File: config.mk
export PLATFORM = sky130hd
export DESIGN_NAME = adder_share_sequencer
export DESIGN_NICKNAME = d
export VERILOG_FILES = /design/src/rtl/adder_share_sequencer.sv
export SDC_FILE = /design/constraint.sdc
export NUM_CORES = 1
export LEC_CHECK = 0
export CORE_UTILIZATION = 50
export CTS_BUF_LIST = sky130_fd_sc_hd__clkbuf_4
export CTS_CLUSTER_SIZE = 40
export DETAILED_ROUTE_END_ITERATION = 6
export DONT_BUFFER_PORTS = 1
export GPL_ROUTABILITY_DRIVEN = 0
export GPL_TIMING_DRIVEN = 0
export PLACE_DENSITY_LB_ADDON = 0.05
export SLEW_MARGIN = 20
export SYNTH_ARGS = -nofsm -noshare
export SYNTH_HDL_FRONTEND = slang
export SYNTH_SLANG_ARGS = --single-unit
export TNS_END_PERCENT = 5
File: constraint.sdc
create_clock -name clk -period 4.9 [get_ports clk]
set_clock_uncertainty 0.05 [all_clocks]
set_input_delay 0.245 -clock clk [delete_from_list [all_inputs] [get_ports clk]]
set_output_delay 0.245 -clock clk [all_outputs]
set_load 0.005 [all_outputs]
File: src/rtl/adder_share_sequencer.sv
// adder_share_sequencer: one shared 8-bit adder that works byte-serially for two requesters; define ADDER_SUB_EN to add subtraction
module eight_bit_full_adder_module (
  input  logic [7:0] a_i,
  input  logic [7:0] b_i,
  input  logic       cin_i,
  output logic [7:0] sum_o,
  output logic       cout_o
);
  logic [8:0] c;
  assign c[0] = cin_i;
  for (genvar i = 0; i < 8; i++) begin : g_fa
    assign sum_o[i] = a_i[i] ^ b_i[i] ^ c[i];
    assign c[i+1]   = (a_i[i] & b_i[i]) | (c[i] & (a_i[i] ^ b_i[i]));
  end
  assign cout_o = c[8];
endmodule

module adder_share_sequencer #(
  parameter int  NBYTES = 4,
  localparam int W      = 8 * NBYTES
) (
  input  logic         clk,
  input  logic         reset_n,
  input  logic         req0,
  input  logic         req1,
  input  logic [W-1:0] a0,
  input  logic [W-1:0] b0,
  input  logic [W-1:0] a1,
  input  logic [W-1:0] b1,
  input  logic         sub0,
  input  logic         sub1,
  output logic         gnt0,
  output logic         gnt1,
  output logic         busy,
  output logic         done,
  output logic         done_id,
  output logic [W-1:0] sum,
  output logic         cout,
  output logic         ovf
);
  localparam int KW = NBYTES > 1 ? $clog2(NBYTES) : 1;
  typedef enum logic [1:0] {IDLE, BUSY, DONE} state_t;
  state_t         state_q, state_d;
  logic [W-1:0]   a_q, b_q, sum_q;
  logic [KW-1:0]  k_q;
  logic           op_q, carry_q, id_q, last_q, cout_q, ovf_q;
  logic           win, op_win, last_byte, c_byte;
  logic [7:0]     a_byte, b_byte, s_byte;
  assign win       = (req0 & req1) ? ~last_q : req1;
  assign last_byte = k_q == KW'(NBYTES - 1);
  assign a_byte    = a_q[8*k_q +: 8];
`ifdef ADDER_SUB_EN
  assign op_win = win ? sub1 : sub0;
  assign b_byte = b_q[8*k_q +: 8] ^ {8{op_q}};
`else
  logic unused_sub;
  assign unused_sub = sub0 | sub1;
  assign op_win     = 1'b0;
  assign b_byte     = b_q[8*k_q +: 8];
`endif
  eight_bit_full_adder_module u_add (
    .a_i   (a_byte),
    .b_i   (b_byte),
    .cin_i (carry_q),
    .sum_o (s_byte),
    .cout_o(c_byte)
  );
  // state register
  always_ff @(posedge clk) begin
    if (!reset_n) state_q <= IDLE;
    else          state_q <= state_d;
  end
  // next state: arbitrate in IDLE, walk the bytes in BUSY, single DONE cycle
  always_comb begin
    state_d = state_q == IDLE ? ((req0 | req1) ? BUSY : IDLE) :
              state_q == BUSY ? (last_byte ? DONE : BUSY) : IDLE;
  end
  // outputs decoded from state; grant shows during the first byte cycle
  always_comb begin
    busy = state_q != IDLE;
    done = state_q == DONE;
    gnt0 = state_q == BUSY && k_q == '0 && !id_q;
    gnt1 = state_q == BUSY && k_q == '0 && id_q;
  end
  // operand capture on grant, then one result byte and carry per cycle
  always_ff @(posedge clk) begin
    if (!reset_n) begin
      a_q     <= '0;
      b_q     <= '0;
      sum_q   <= '0;
      k_q     <= '0;
      op_q    <= 1'b0;
      carry_q <= 1'b0;
      id_q    <= 1'b0;
      last_q  <= 1'b1;
      cout_q  <= 1'b0;
      ovf_q   <= 1'b0;
    end else if (state_q == IDLE && (req0 | req1)) begin
      a_q     <= win ? a1 : a0;
      b_q     <= win ? b1 : b0;
      op_q    <= op_win;
      carry_q <= op_win;
      sum_q   <= '0;
      k_q     <= '0;
      id_q    <= win;
      last_q  <= win;
    end else if (state_q == BUSY) begin
      sum_q[8*k_q +: 8] <= s_byte;
      carry_q           <= c_byte;
      k_q               <= last_byte ? '0 : k_q + 1'b1;
      if (last_byte) begin
        cout_q <= c_byte;
        ovf_q  <= (a_byte[7] == b_byte[7]) && (s_byte[7] != a_byte[7]);
      end
    end
  end
  assign sum     = sum_q;
  assign cout    = cout_q;
  assign ovf     = ovf_q;
  assign done_id = id_q;
endmodule

# --- After elaboration in Yosys (flattened, before gate mapping) ---
# Index checks and enable logic that the tools add are counted.
totals:
  regBits: 105
  inputBits: 134
op_classes:
  addsub: 2
  eq_ne: 5
  shift: 4
  n_mux: 9
  bitwise_logic: 45
  reduce_logical: 11
ops:
  columns: ["op", "n"]
  rows:
  - ["32-bit 2-to-1 mux", 2]
  - ["32-bit by 6-bit indexed part select with 8-bit output", 2]
  - ["5-bit negation with 34-bit output", 1]
  - ["8-bit by 34-bit variable shift with 32-bit output, first input constant", 1]
  - ["8-bit by 34-bit indexed part select with 32-bit output", 1]
  - ["32-bit bitwise mux", 1]
  - ["1-bit AND", 17]
  - ["1-bit XOR", 16]
  - ["1-bit OR", 9]
  - ["2-bit 2-to-1 mux", 4]
  - ["1-bit logical AND", 5]
  - ["2-bit equality test, second input constant", 2]
  - ["2-bit zero test", 2]
  - ["1-bit inverter", 3]
  - ["3-bit AND reduction", 1]
  - ["2-bit by 1-bit adder with 2-bit output, second input constant", 1]
  - ["2-bit by 1-bit equality test with 1-bit output, second input constant", 1]
  - ["1-bit 2-to-1 mux", 2]
  - ["2-bit nonzero test", 1]
  - ["2-bit OR reduction", 1]
  - ["1-bit equality test", 1]
  - ["1-bit zero test", 1]
  - ["1-bit inequality test", 1]

# --- Depth between registers and ports, before layout ---
# Gate-level depths: netlist (run 1).
logic_depth:
  word_depth: 19
  mapped_depth: 15
  mapped_depth_nobuf: 14

# --- Hierarchy ---
# A second synthesis (run 1) with hierarchy kept.
unflattened:
  hier_cells: 445
  hier_area_um2: 4890.9
by_module_without_submodules:
  columns: ["module", "n_inst", "cells_each", "area_per_inst_um2", "seq_area_each_um2"]
  rows:
  - ["adder_share_sequencer", 1, 427, 4693.3, 2102.0]
  - ["eight_bit_full_adder_module", 1, 18, 197.7, 0.0]

# --- Least setup slack after synthesis (run 1) ---
# No wires, ideal clock.
synth_timing:
  path_type: "flip-flop to flip-flop"
  startpoint: "register k_q[0]"
  endpoint: "register ovf_q, in the netlist ovf"
  arrival_time_ns: 4.060
  slack_ns: 0.684
  stages_incl_launch_ff: 16
  n_path_buf: 1
  path_cell_list: "dfxtp_1 buf_2 mux4_2 inv_1 fa_1 fa_1 fa_1 fa_1 inv_1 fa_1 fa_1 fa_1 fa_1 nor3b_1 nand4_1 o311ai_0"
synth_between:
  elab_chain_cells: 19
  elab_cells_between_ends: 37
synth_rtl:
  columns: ["item", "line", "text"]
  rows:
  - ["from (decl)", "45", "logic [KW-1:0] k_q;"]
  - ["from (signal assigned)", "110", "k_q <= last_byte ? '0 : k_q + 1'b1;"]
  - ["32-bit by 6-bit indexed part select with 8-bit output, on equally long branches", "51, 59", null]
  - ["1-bit XOR", "13", "assign c[i+1] = (a_i[i] & b_i[i]) | (c[i] & (a_i[i] ^ b_i[i]));"]
  - ["1-bit AND", "13", null]
  - ["1-bit OR", "13", null]
  - ["1-bit AND", "13", null]
  - ["1-bit OR", "13", null]
  - ["1-bit AND", "13", null]
  - ["1-bit OR", "13", null]
  - ["[3 not listed]", null, null]
  - ["1-bit OR", "13", null]
  - ["1-bit AND", "13", null]
  - ["1-bit OR", "13", null]
  - ["1-bit AND", "13", null]
  - ["1-bit OR", "13", null]
  - ["1-bit XOR", "12", "assign sum_o[i] = a_i[i] ^ b_i[i] ^ c[i];"]
  - ["1-bit inequality test", "113", "ovf_q <= (a_byte[7] == b_byte[7]) && (s_byte[7] != a_byte[7]);"]
  - ["1-bit logical AND", "113", null]
  - ["to (signal assigned)", "113", null]
  - ["to (decl)", "46", "logic op_q, carry_q, id_q, last_q, cout_q, ovf_q;"]
# Several ways; a longest one is shown, not always the timed one.
# A chain may end at the register's enable or synchronous reset.

# --- Worst setup path in the final report (run 1) ---
layout_timing:
  startpoint: "register k_q[1]"
  endpoint: "register ovf_q, in the netlist ovf"
# Same word-level chain as after synthesis.

==> results_dict.tcl, run 1 <==
set metrics [dict create \
    status "finished, final reports clean" \
    grt_pass1_vias 4159 \
    setup_viol 0 \
    port_buffers 0 \
    grt_max_degree 18 \
    synth_edf_count 0 \
    final_nets 724 \
    tritoncts "built" \
    tns_ns 0 \
    vdd_ir_drop_max_mv 0.154 \
    hold_viol_final 0 \
    pre_cts_ws_ns 0.160 \
    max_cap_viol_count 0 \
    synthCells 476 \
    insertion_delay_ns 0.44 \
    rsz0062_at_grt "false" \
    p_leak_nw 2.43 \
    routed_via_density 5.98 \
    die_x_um 101 \
    area_growth_pct 24.3 \
    cp_max_fo 9 \
    ioPinCount 173 \
    r2r_cells 15 \
    timing.slew.headroom 0.373 \
    crit_cells 15 \
    p_total_mw 1.74 \
    diodes 0 \
    post-cts-setup-buffers 0 \
    syn-cell-area_mm2 0.00489 \
    avgRoutedWirePerCell_um 20.5 \
    power_density_mw_per_mm2 286 \
    ys_seq_elements 105 \
    fillers 767 \
    netlist_top_cells_area "dfxtp_1, a221o_1, mux4_2, a32oi_1, mux2i_1" \
    die_y_um 101 \
    firstDrtPassIters 4 \
    htreeDepth 3 \
    first_iter_violations 260 \
    antenna_left 0 \
    vias 4243 \
    crit_top_cell "fa_1" \
    worstSetupStartpointType "flip-flop" \
    critPathSlowestCell "fa_1" \
    cts_sinks 105 \
    layout_commonest_cell "dfxtp_1" \
    holdPathStages 3 \
    fin_ws_ns 0.245 \
    path_class "reg -> reg" \
    core_mm2 0.00937 \
    overflow 0 \
    min_period_ns 4.65 \
    grt_usage 0.291 \
    worst_slew_pin_slew_ns 0.940 \
    critPathArrivalTime_ns 4.96 \
    async_reset_ff_frac 0 \
    crit_required_ns 5.21 \
    hold_path_class "in -> reg" \
    path_clk_slew_ns 0.17 \
    post-route-period-util 0.950 \
    end_kind "flip-flop" \
    cp_cell_sequence "clkbuf_1 > mux4_2 > inv_1 > fa_1 > fa_1 > fa_1 > fa_1 > inv_1 > fa_1 > fa_1 > fa_1 > fa_1 > nor3b_1 > nand4_1 > o311ai_0" \
    grt_pass1_wl_um 22300 \
    fp.dieArea_mm2 0.0102 \
    synth_top_area_share 0.430 \
    wirelength_um 14500 \
    syn_nets 625 \
    cp_num_buf_inv 3 \
    root_buffer "clkbuf_4" \
    initial_core_util 0.521 \
    cts_made_buffers 9 \
    ys_types 35 \
    antenna_found_initial 0 \
    critPathTopFamily "adder cells" \
    post-dp-hpwl_um 10000 \
    num_rows 35 \
    seq_area_frac_synth 0.430 \
    synth_warnings 0 \
    layout_common_cells "dfxtp_1, dlygate4sd3_1, inv_1" \
    syn_avg_cell_area_um2 10.3 \
    fmax_ghz 0.215 \
    slew_viol_final 0 \
    max_stage_delay_ns 0.56 \
    drcViolationCount 0 \
    synth_top_area_cell "dfxtp_1" \
    synth_top_flop_cell "dfxtp_1" \
    ctsLongestPathBuffers 2 \
    layout-drive-gt1-share 0.0828 \
]
[per-layer routing]
layer	wire length [um]	global-route usage	share of wire
met5	0	0	0
met2	7300	0.487	0.50
met3	970	0.0645	0.067
met4	172	0.0881	0.012
met1	6080	0.376	0.42
[metrics by stage]
stage	cells	utilization	hold slack, ns	instance area (um2)
2_1_floorplan	476	-	0.333	4890
3_3_place_gp	605	0.539	0.334	5050
3_5_place_dp	605	0.539	0.336	5050
4_1_cts	709	0.648	0.0601	6070
5_1_grt	709	0.648	0.0593	6080
6_report	709	0.648	0.0689	6080
[worst register-to-register path, stage by stage, from the launching register on]
cell      delay [ns]
dfxtp_1         0.43
clkbuf_1        0.47
mux4_2          0.33
inv_1           0.06
fa_1            0.40
fa_1            0.39
fa_1            0.40
fa_1            0.38
inv_1           0.08
fa_1            0.18
fa_1            0.18
fa_1            0.21
fa_1            0.56
nor3b_1         0.23
nand4_1         0.11
o311ai_0        0.11
[where the power goes]
group	internal [mW]	total [mW]	switching (mW)
Combinational	0.162	0.337	0.175
Clock	0.164	0.461	0.297
Sequential	0.903	0.938	0.0352
Total	1.23	1.74	0.507
[registers in the layout, summed over array words and instances (netlist names), 2 cells and up]
signal / flops
state_q: 2
k_q: 2
a_q: 32
sum: 32
b_q: 32
[layout make-up]
| cell class | instances | area, um2 | area share |
|---|---|---|---|
| clock buffers | 10 | 75.1 | 0.0124 |
| well taps | 129 | 161 | 0.0266 |
| clock inverters | 6 | 67.6 | 0.0111 |
| repair buffers | 88 | 881 | 0.145 |
| multi-input cells | 267 | 2350 | 0.387 |
| inverters | 62 | 233 | 0.0383 |
| plain buffers | 42 | 201 | 0.0332 |
| flip-flops and latches | 105 | 2100 | 0.346 |
[cells by family after synthesis]
logic type / Yosys count / share of synthesized area
simple gates: 107 / 0.109
fa+ha+maj: 15 / 0.0507
compound gates: 105 / 0.199
buf+inv: 104 / 0.0883
flops: 105 / 0.430
mux: 40 / 0.123
[synthesized netlist by cell type, types with 3 or more instances]
cell / n
dfxtp_1: 105
inv_1: 62
nor3_1: 44
a221o_1: 43
nor2_1: 39
a32oi_1: 32
clkbuf_1: 24
mux2i_1: 24
o2bb2ai_1: 22
mux4_2: 16
buf_2: 9
fa_1: 8
ha_1: 7
nand3b_1: 6
buf_1: 5
buf_6: 4
nor2b_1: 3
[worst paths after layout]
check / start / to / slack, ns
worst min register to register: a_q[4] / a_q[4] / 0.43
worst max-delay path: k_q[1] / ovf / 0.25
worst max register to register: k_q[1] / ovf / 0.25
worst min-delay path: b1[13] / b_q[13] / 0.07
[what timing repair did]
action | 4_1_cts | 5_1_grt
hold buffers | 88 | 0
setup endpoints to repair | 0 | 1
resized for setup | 0 | 2
endpoints found under the hold margin | 68 | 0
Power figures use the tool's default switching activity.
==> run 2, diff against run 1 <==
==> constraint.sdc (replaced) <==
create_clock -name clk -period 4.9 [get_ports clk]
set_clock_uncertainty 0.05 [all_clocks]
set_input_delay 0.49 -clock clk [delete_from_list [all_inputs] [get_ports clk]]
set_output_delay 0.49 -clock clk [all_outputs]
set_load 0.005 [all_outputs]
==> run 2 against run 1 <==
Clock power fell by 0.9%. Core utilization shrank 9.4 points. Non-clock buffer count decreased by 88. Largest cell class unchanged. Largest power group unchanged. Highest routed layer unchanged.
==> results_dict.tcl, run 2 (synthesis gave the netlist of run 1 again) <==
set metrics [dict create \
    path_class "reg -> reg" \
    post-dp-hpwl_um 10000 \
    layout-drive-gt1-share 0.0976 \
    grt_pass1_wl_um 20300 \
    min_period_ns 4.66 \
    cts_sinks 105 \
    layout_common_cells "dfxtp_1, inv_1, nor3_1" \
    grt_usage 0.269 \
    regArea_mm2 0.00210 \
    firstDrtPassIters 4 \
    fin_area_mm2 0.00519 \
    die_x_um 101 \
    ctsLongestPathBuffers 2 \
    p_leak_nw 2.06 \
    crit_top_cell "fa_1" \
    status "finished, final reports clean" \
    tns_ns 0 \
    critPathLaunch "k_q[1]" \
    timing.slew.headroom 0.385 \
    die_y_um 101 \
    antenna_found_initial 0 \
    hold_viol_final 0 \
    post-route-period-util 0.952 \
    port_buffers 0 \
    num_rows 35 \
    routed_via_density 6.16 \
    hold_path_startpoint "b0[3]" \
    ioPinCount 173 \
    vdd_ir_drop_max_mv 0.145 \
    layout_commonest_cell "dfxtp_1" \
    end_kind "flip-flop" \
    setup_viol 0 \
    placed_cell_area_mm2 0.00505 \
    final_nets 636 \
    power_density_mw_per_mm2 320 \
    grt_max_degree 18 \
    drcViolationCount 0 \
    diodes 0 \
    wirelength_um 13400 \
    rsz0062_at_grt "false" \
    critPathSlowestCell "fa_1" \
    vias 3828 \
    hold_path_class "in -> reg" \
    antenna_left 0 \
    max_cap_viol_count 0 \
    post-cts-setup-buffers 0 \
    htreeDepth 3 \
    fmax_ghz 0.214 \
    r2r-start "k_q[1]" \
    whs_ns 0.122 \
    core_mm2 0.00937 \
    insertion_delay_ns 0.43 \
    cts_made_buffers 9 \
    cp_max_fo 9 \
    grt_pass1_vias 3597 \
    root_buffer "clkbuf_4" \
    critPathArrivalTime_ns 4.96 \
    fp.dieArea_mm2 0.0102 \
    avgRoutedWirePerCell_um 21.6 \
    max_stage_delay_ns 0.55 \
    worst_slew_pin_slew_ns 0.922 \
    tritoncts "built" \
    area_growth_pct 6.30 \
    first_iter_violations 170 \
    slew_viol_final 0 \
    crit_required_ns 5.19 \
    initial_core_util 0.521 \
    multi_input_area_mm2 0.00235 \
    cp_cell_sequence "clkbuf_1 > mux4_2 > inv_1 > fa_1 > fa_1 > fa_1 > fa_1 > inv_1 > fa_1 > fa_1 > fa_1 > fa_1 > nor3b_1 > nand4_1 > o311ai_0" \
    cts_hold_buf 0 \
    worstSetupStartpointType "flip-flop" \
    overflow 0 \
    fillers 870 \
    post_cts_resized 0 \
    path_clk_slew_ns 0.17 \
]
-- run 2: changes by cell type in the layout (fill, tap and decap cells not counted), sizes merged --
cell         delta
dlygate4sd3    -88
-- run 2: path summary, 6_finish.rpt --
| path | end | slack (ns) | depth (start not counted) |
|---|---|---|---|
| setup reg to reg | ovf | 0.24 | 15 |
| hold / removal | b_q[3] | 0.12 | 1 |
| setup / recovery | ovf | 0.24 | 15 |
| hold reg to reg | b_q[30] | 0.43 | 1 |
-- run 2: layout make-up --
| class | count | share of cell area |
|---|---|---|
| clock buffers | 10 | 0.0145 |
| clock inverters | 6 | 0.0130 |
| inverters | 62 | 0.0448 |
| multi-input cells | 267 | 0.453 |
| well taps | 129 | 0.0311 |
| flip-flops and latches | 105 | 0.405 |
| plain buffers | 42 | 0.0388 |
-- run 2: power breakdown --
group | switching, mW | total [mW] | internal, mW
Combinational | 0.159 | 0.267 | 0.108
Clock | 0.293 | 0.457 | 0.164
Sequential | 0.0346 | 0.938 | 0.903
Total | 0.487 | 1.66 | 1.18
-- run 2: worst max-delay path: cells and delay by family (launching register included) --
| family | cells | cell delay [ns] |
|---|---|---|
| adders and majority gates | 8 | 2.70 |
| buffers and inverters | 3 | 0.62 |
| DFF | 1 | 0.44 |
| and+or+nand+nor | 2 | 0.34 |
| muxes | 1 | 0.32 |
| AOI/OAI and AO/OA | 1 | 0.11 |
-- run 2: metal layers --
| metal | vias up | GRT usage | wire length [um] |
|---|---|---|---|
| met4 | 0 | 0.0780 | 178 |
| met1 | 1855 | 0.356 | 5850 |
| met2 | 166 | 0.431 | 6360 |
| met3 | 12 | 0.0721 | 1040 |
| li1 | 1795 | - | - |
| met5 | - | 0 | 0 |
-- run 2: metrics by stage --
stage / power [mW] / cells / utilization / worst slack, ns
2_1_floorplan: 1.13 / 476 / - / 0.684
3_3_place_gp: 1.22 / 605 / 0.539 / 0.187
3_5_place_dp: 1.22 / 605 / 0.539 / 0.160
4_1_cts: 1.67 / 621 / 0.554 / 0.114
5_1_grt: 1.73 / 621 / 0.554 / 0.0430
6_report: 1.66 / 621 / 0.554 / 0.236
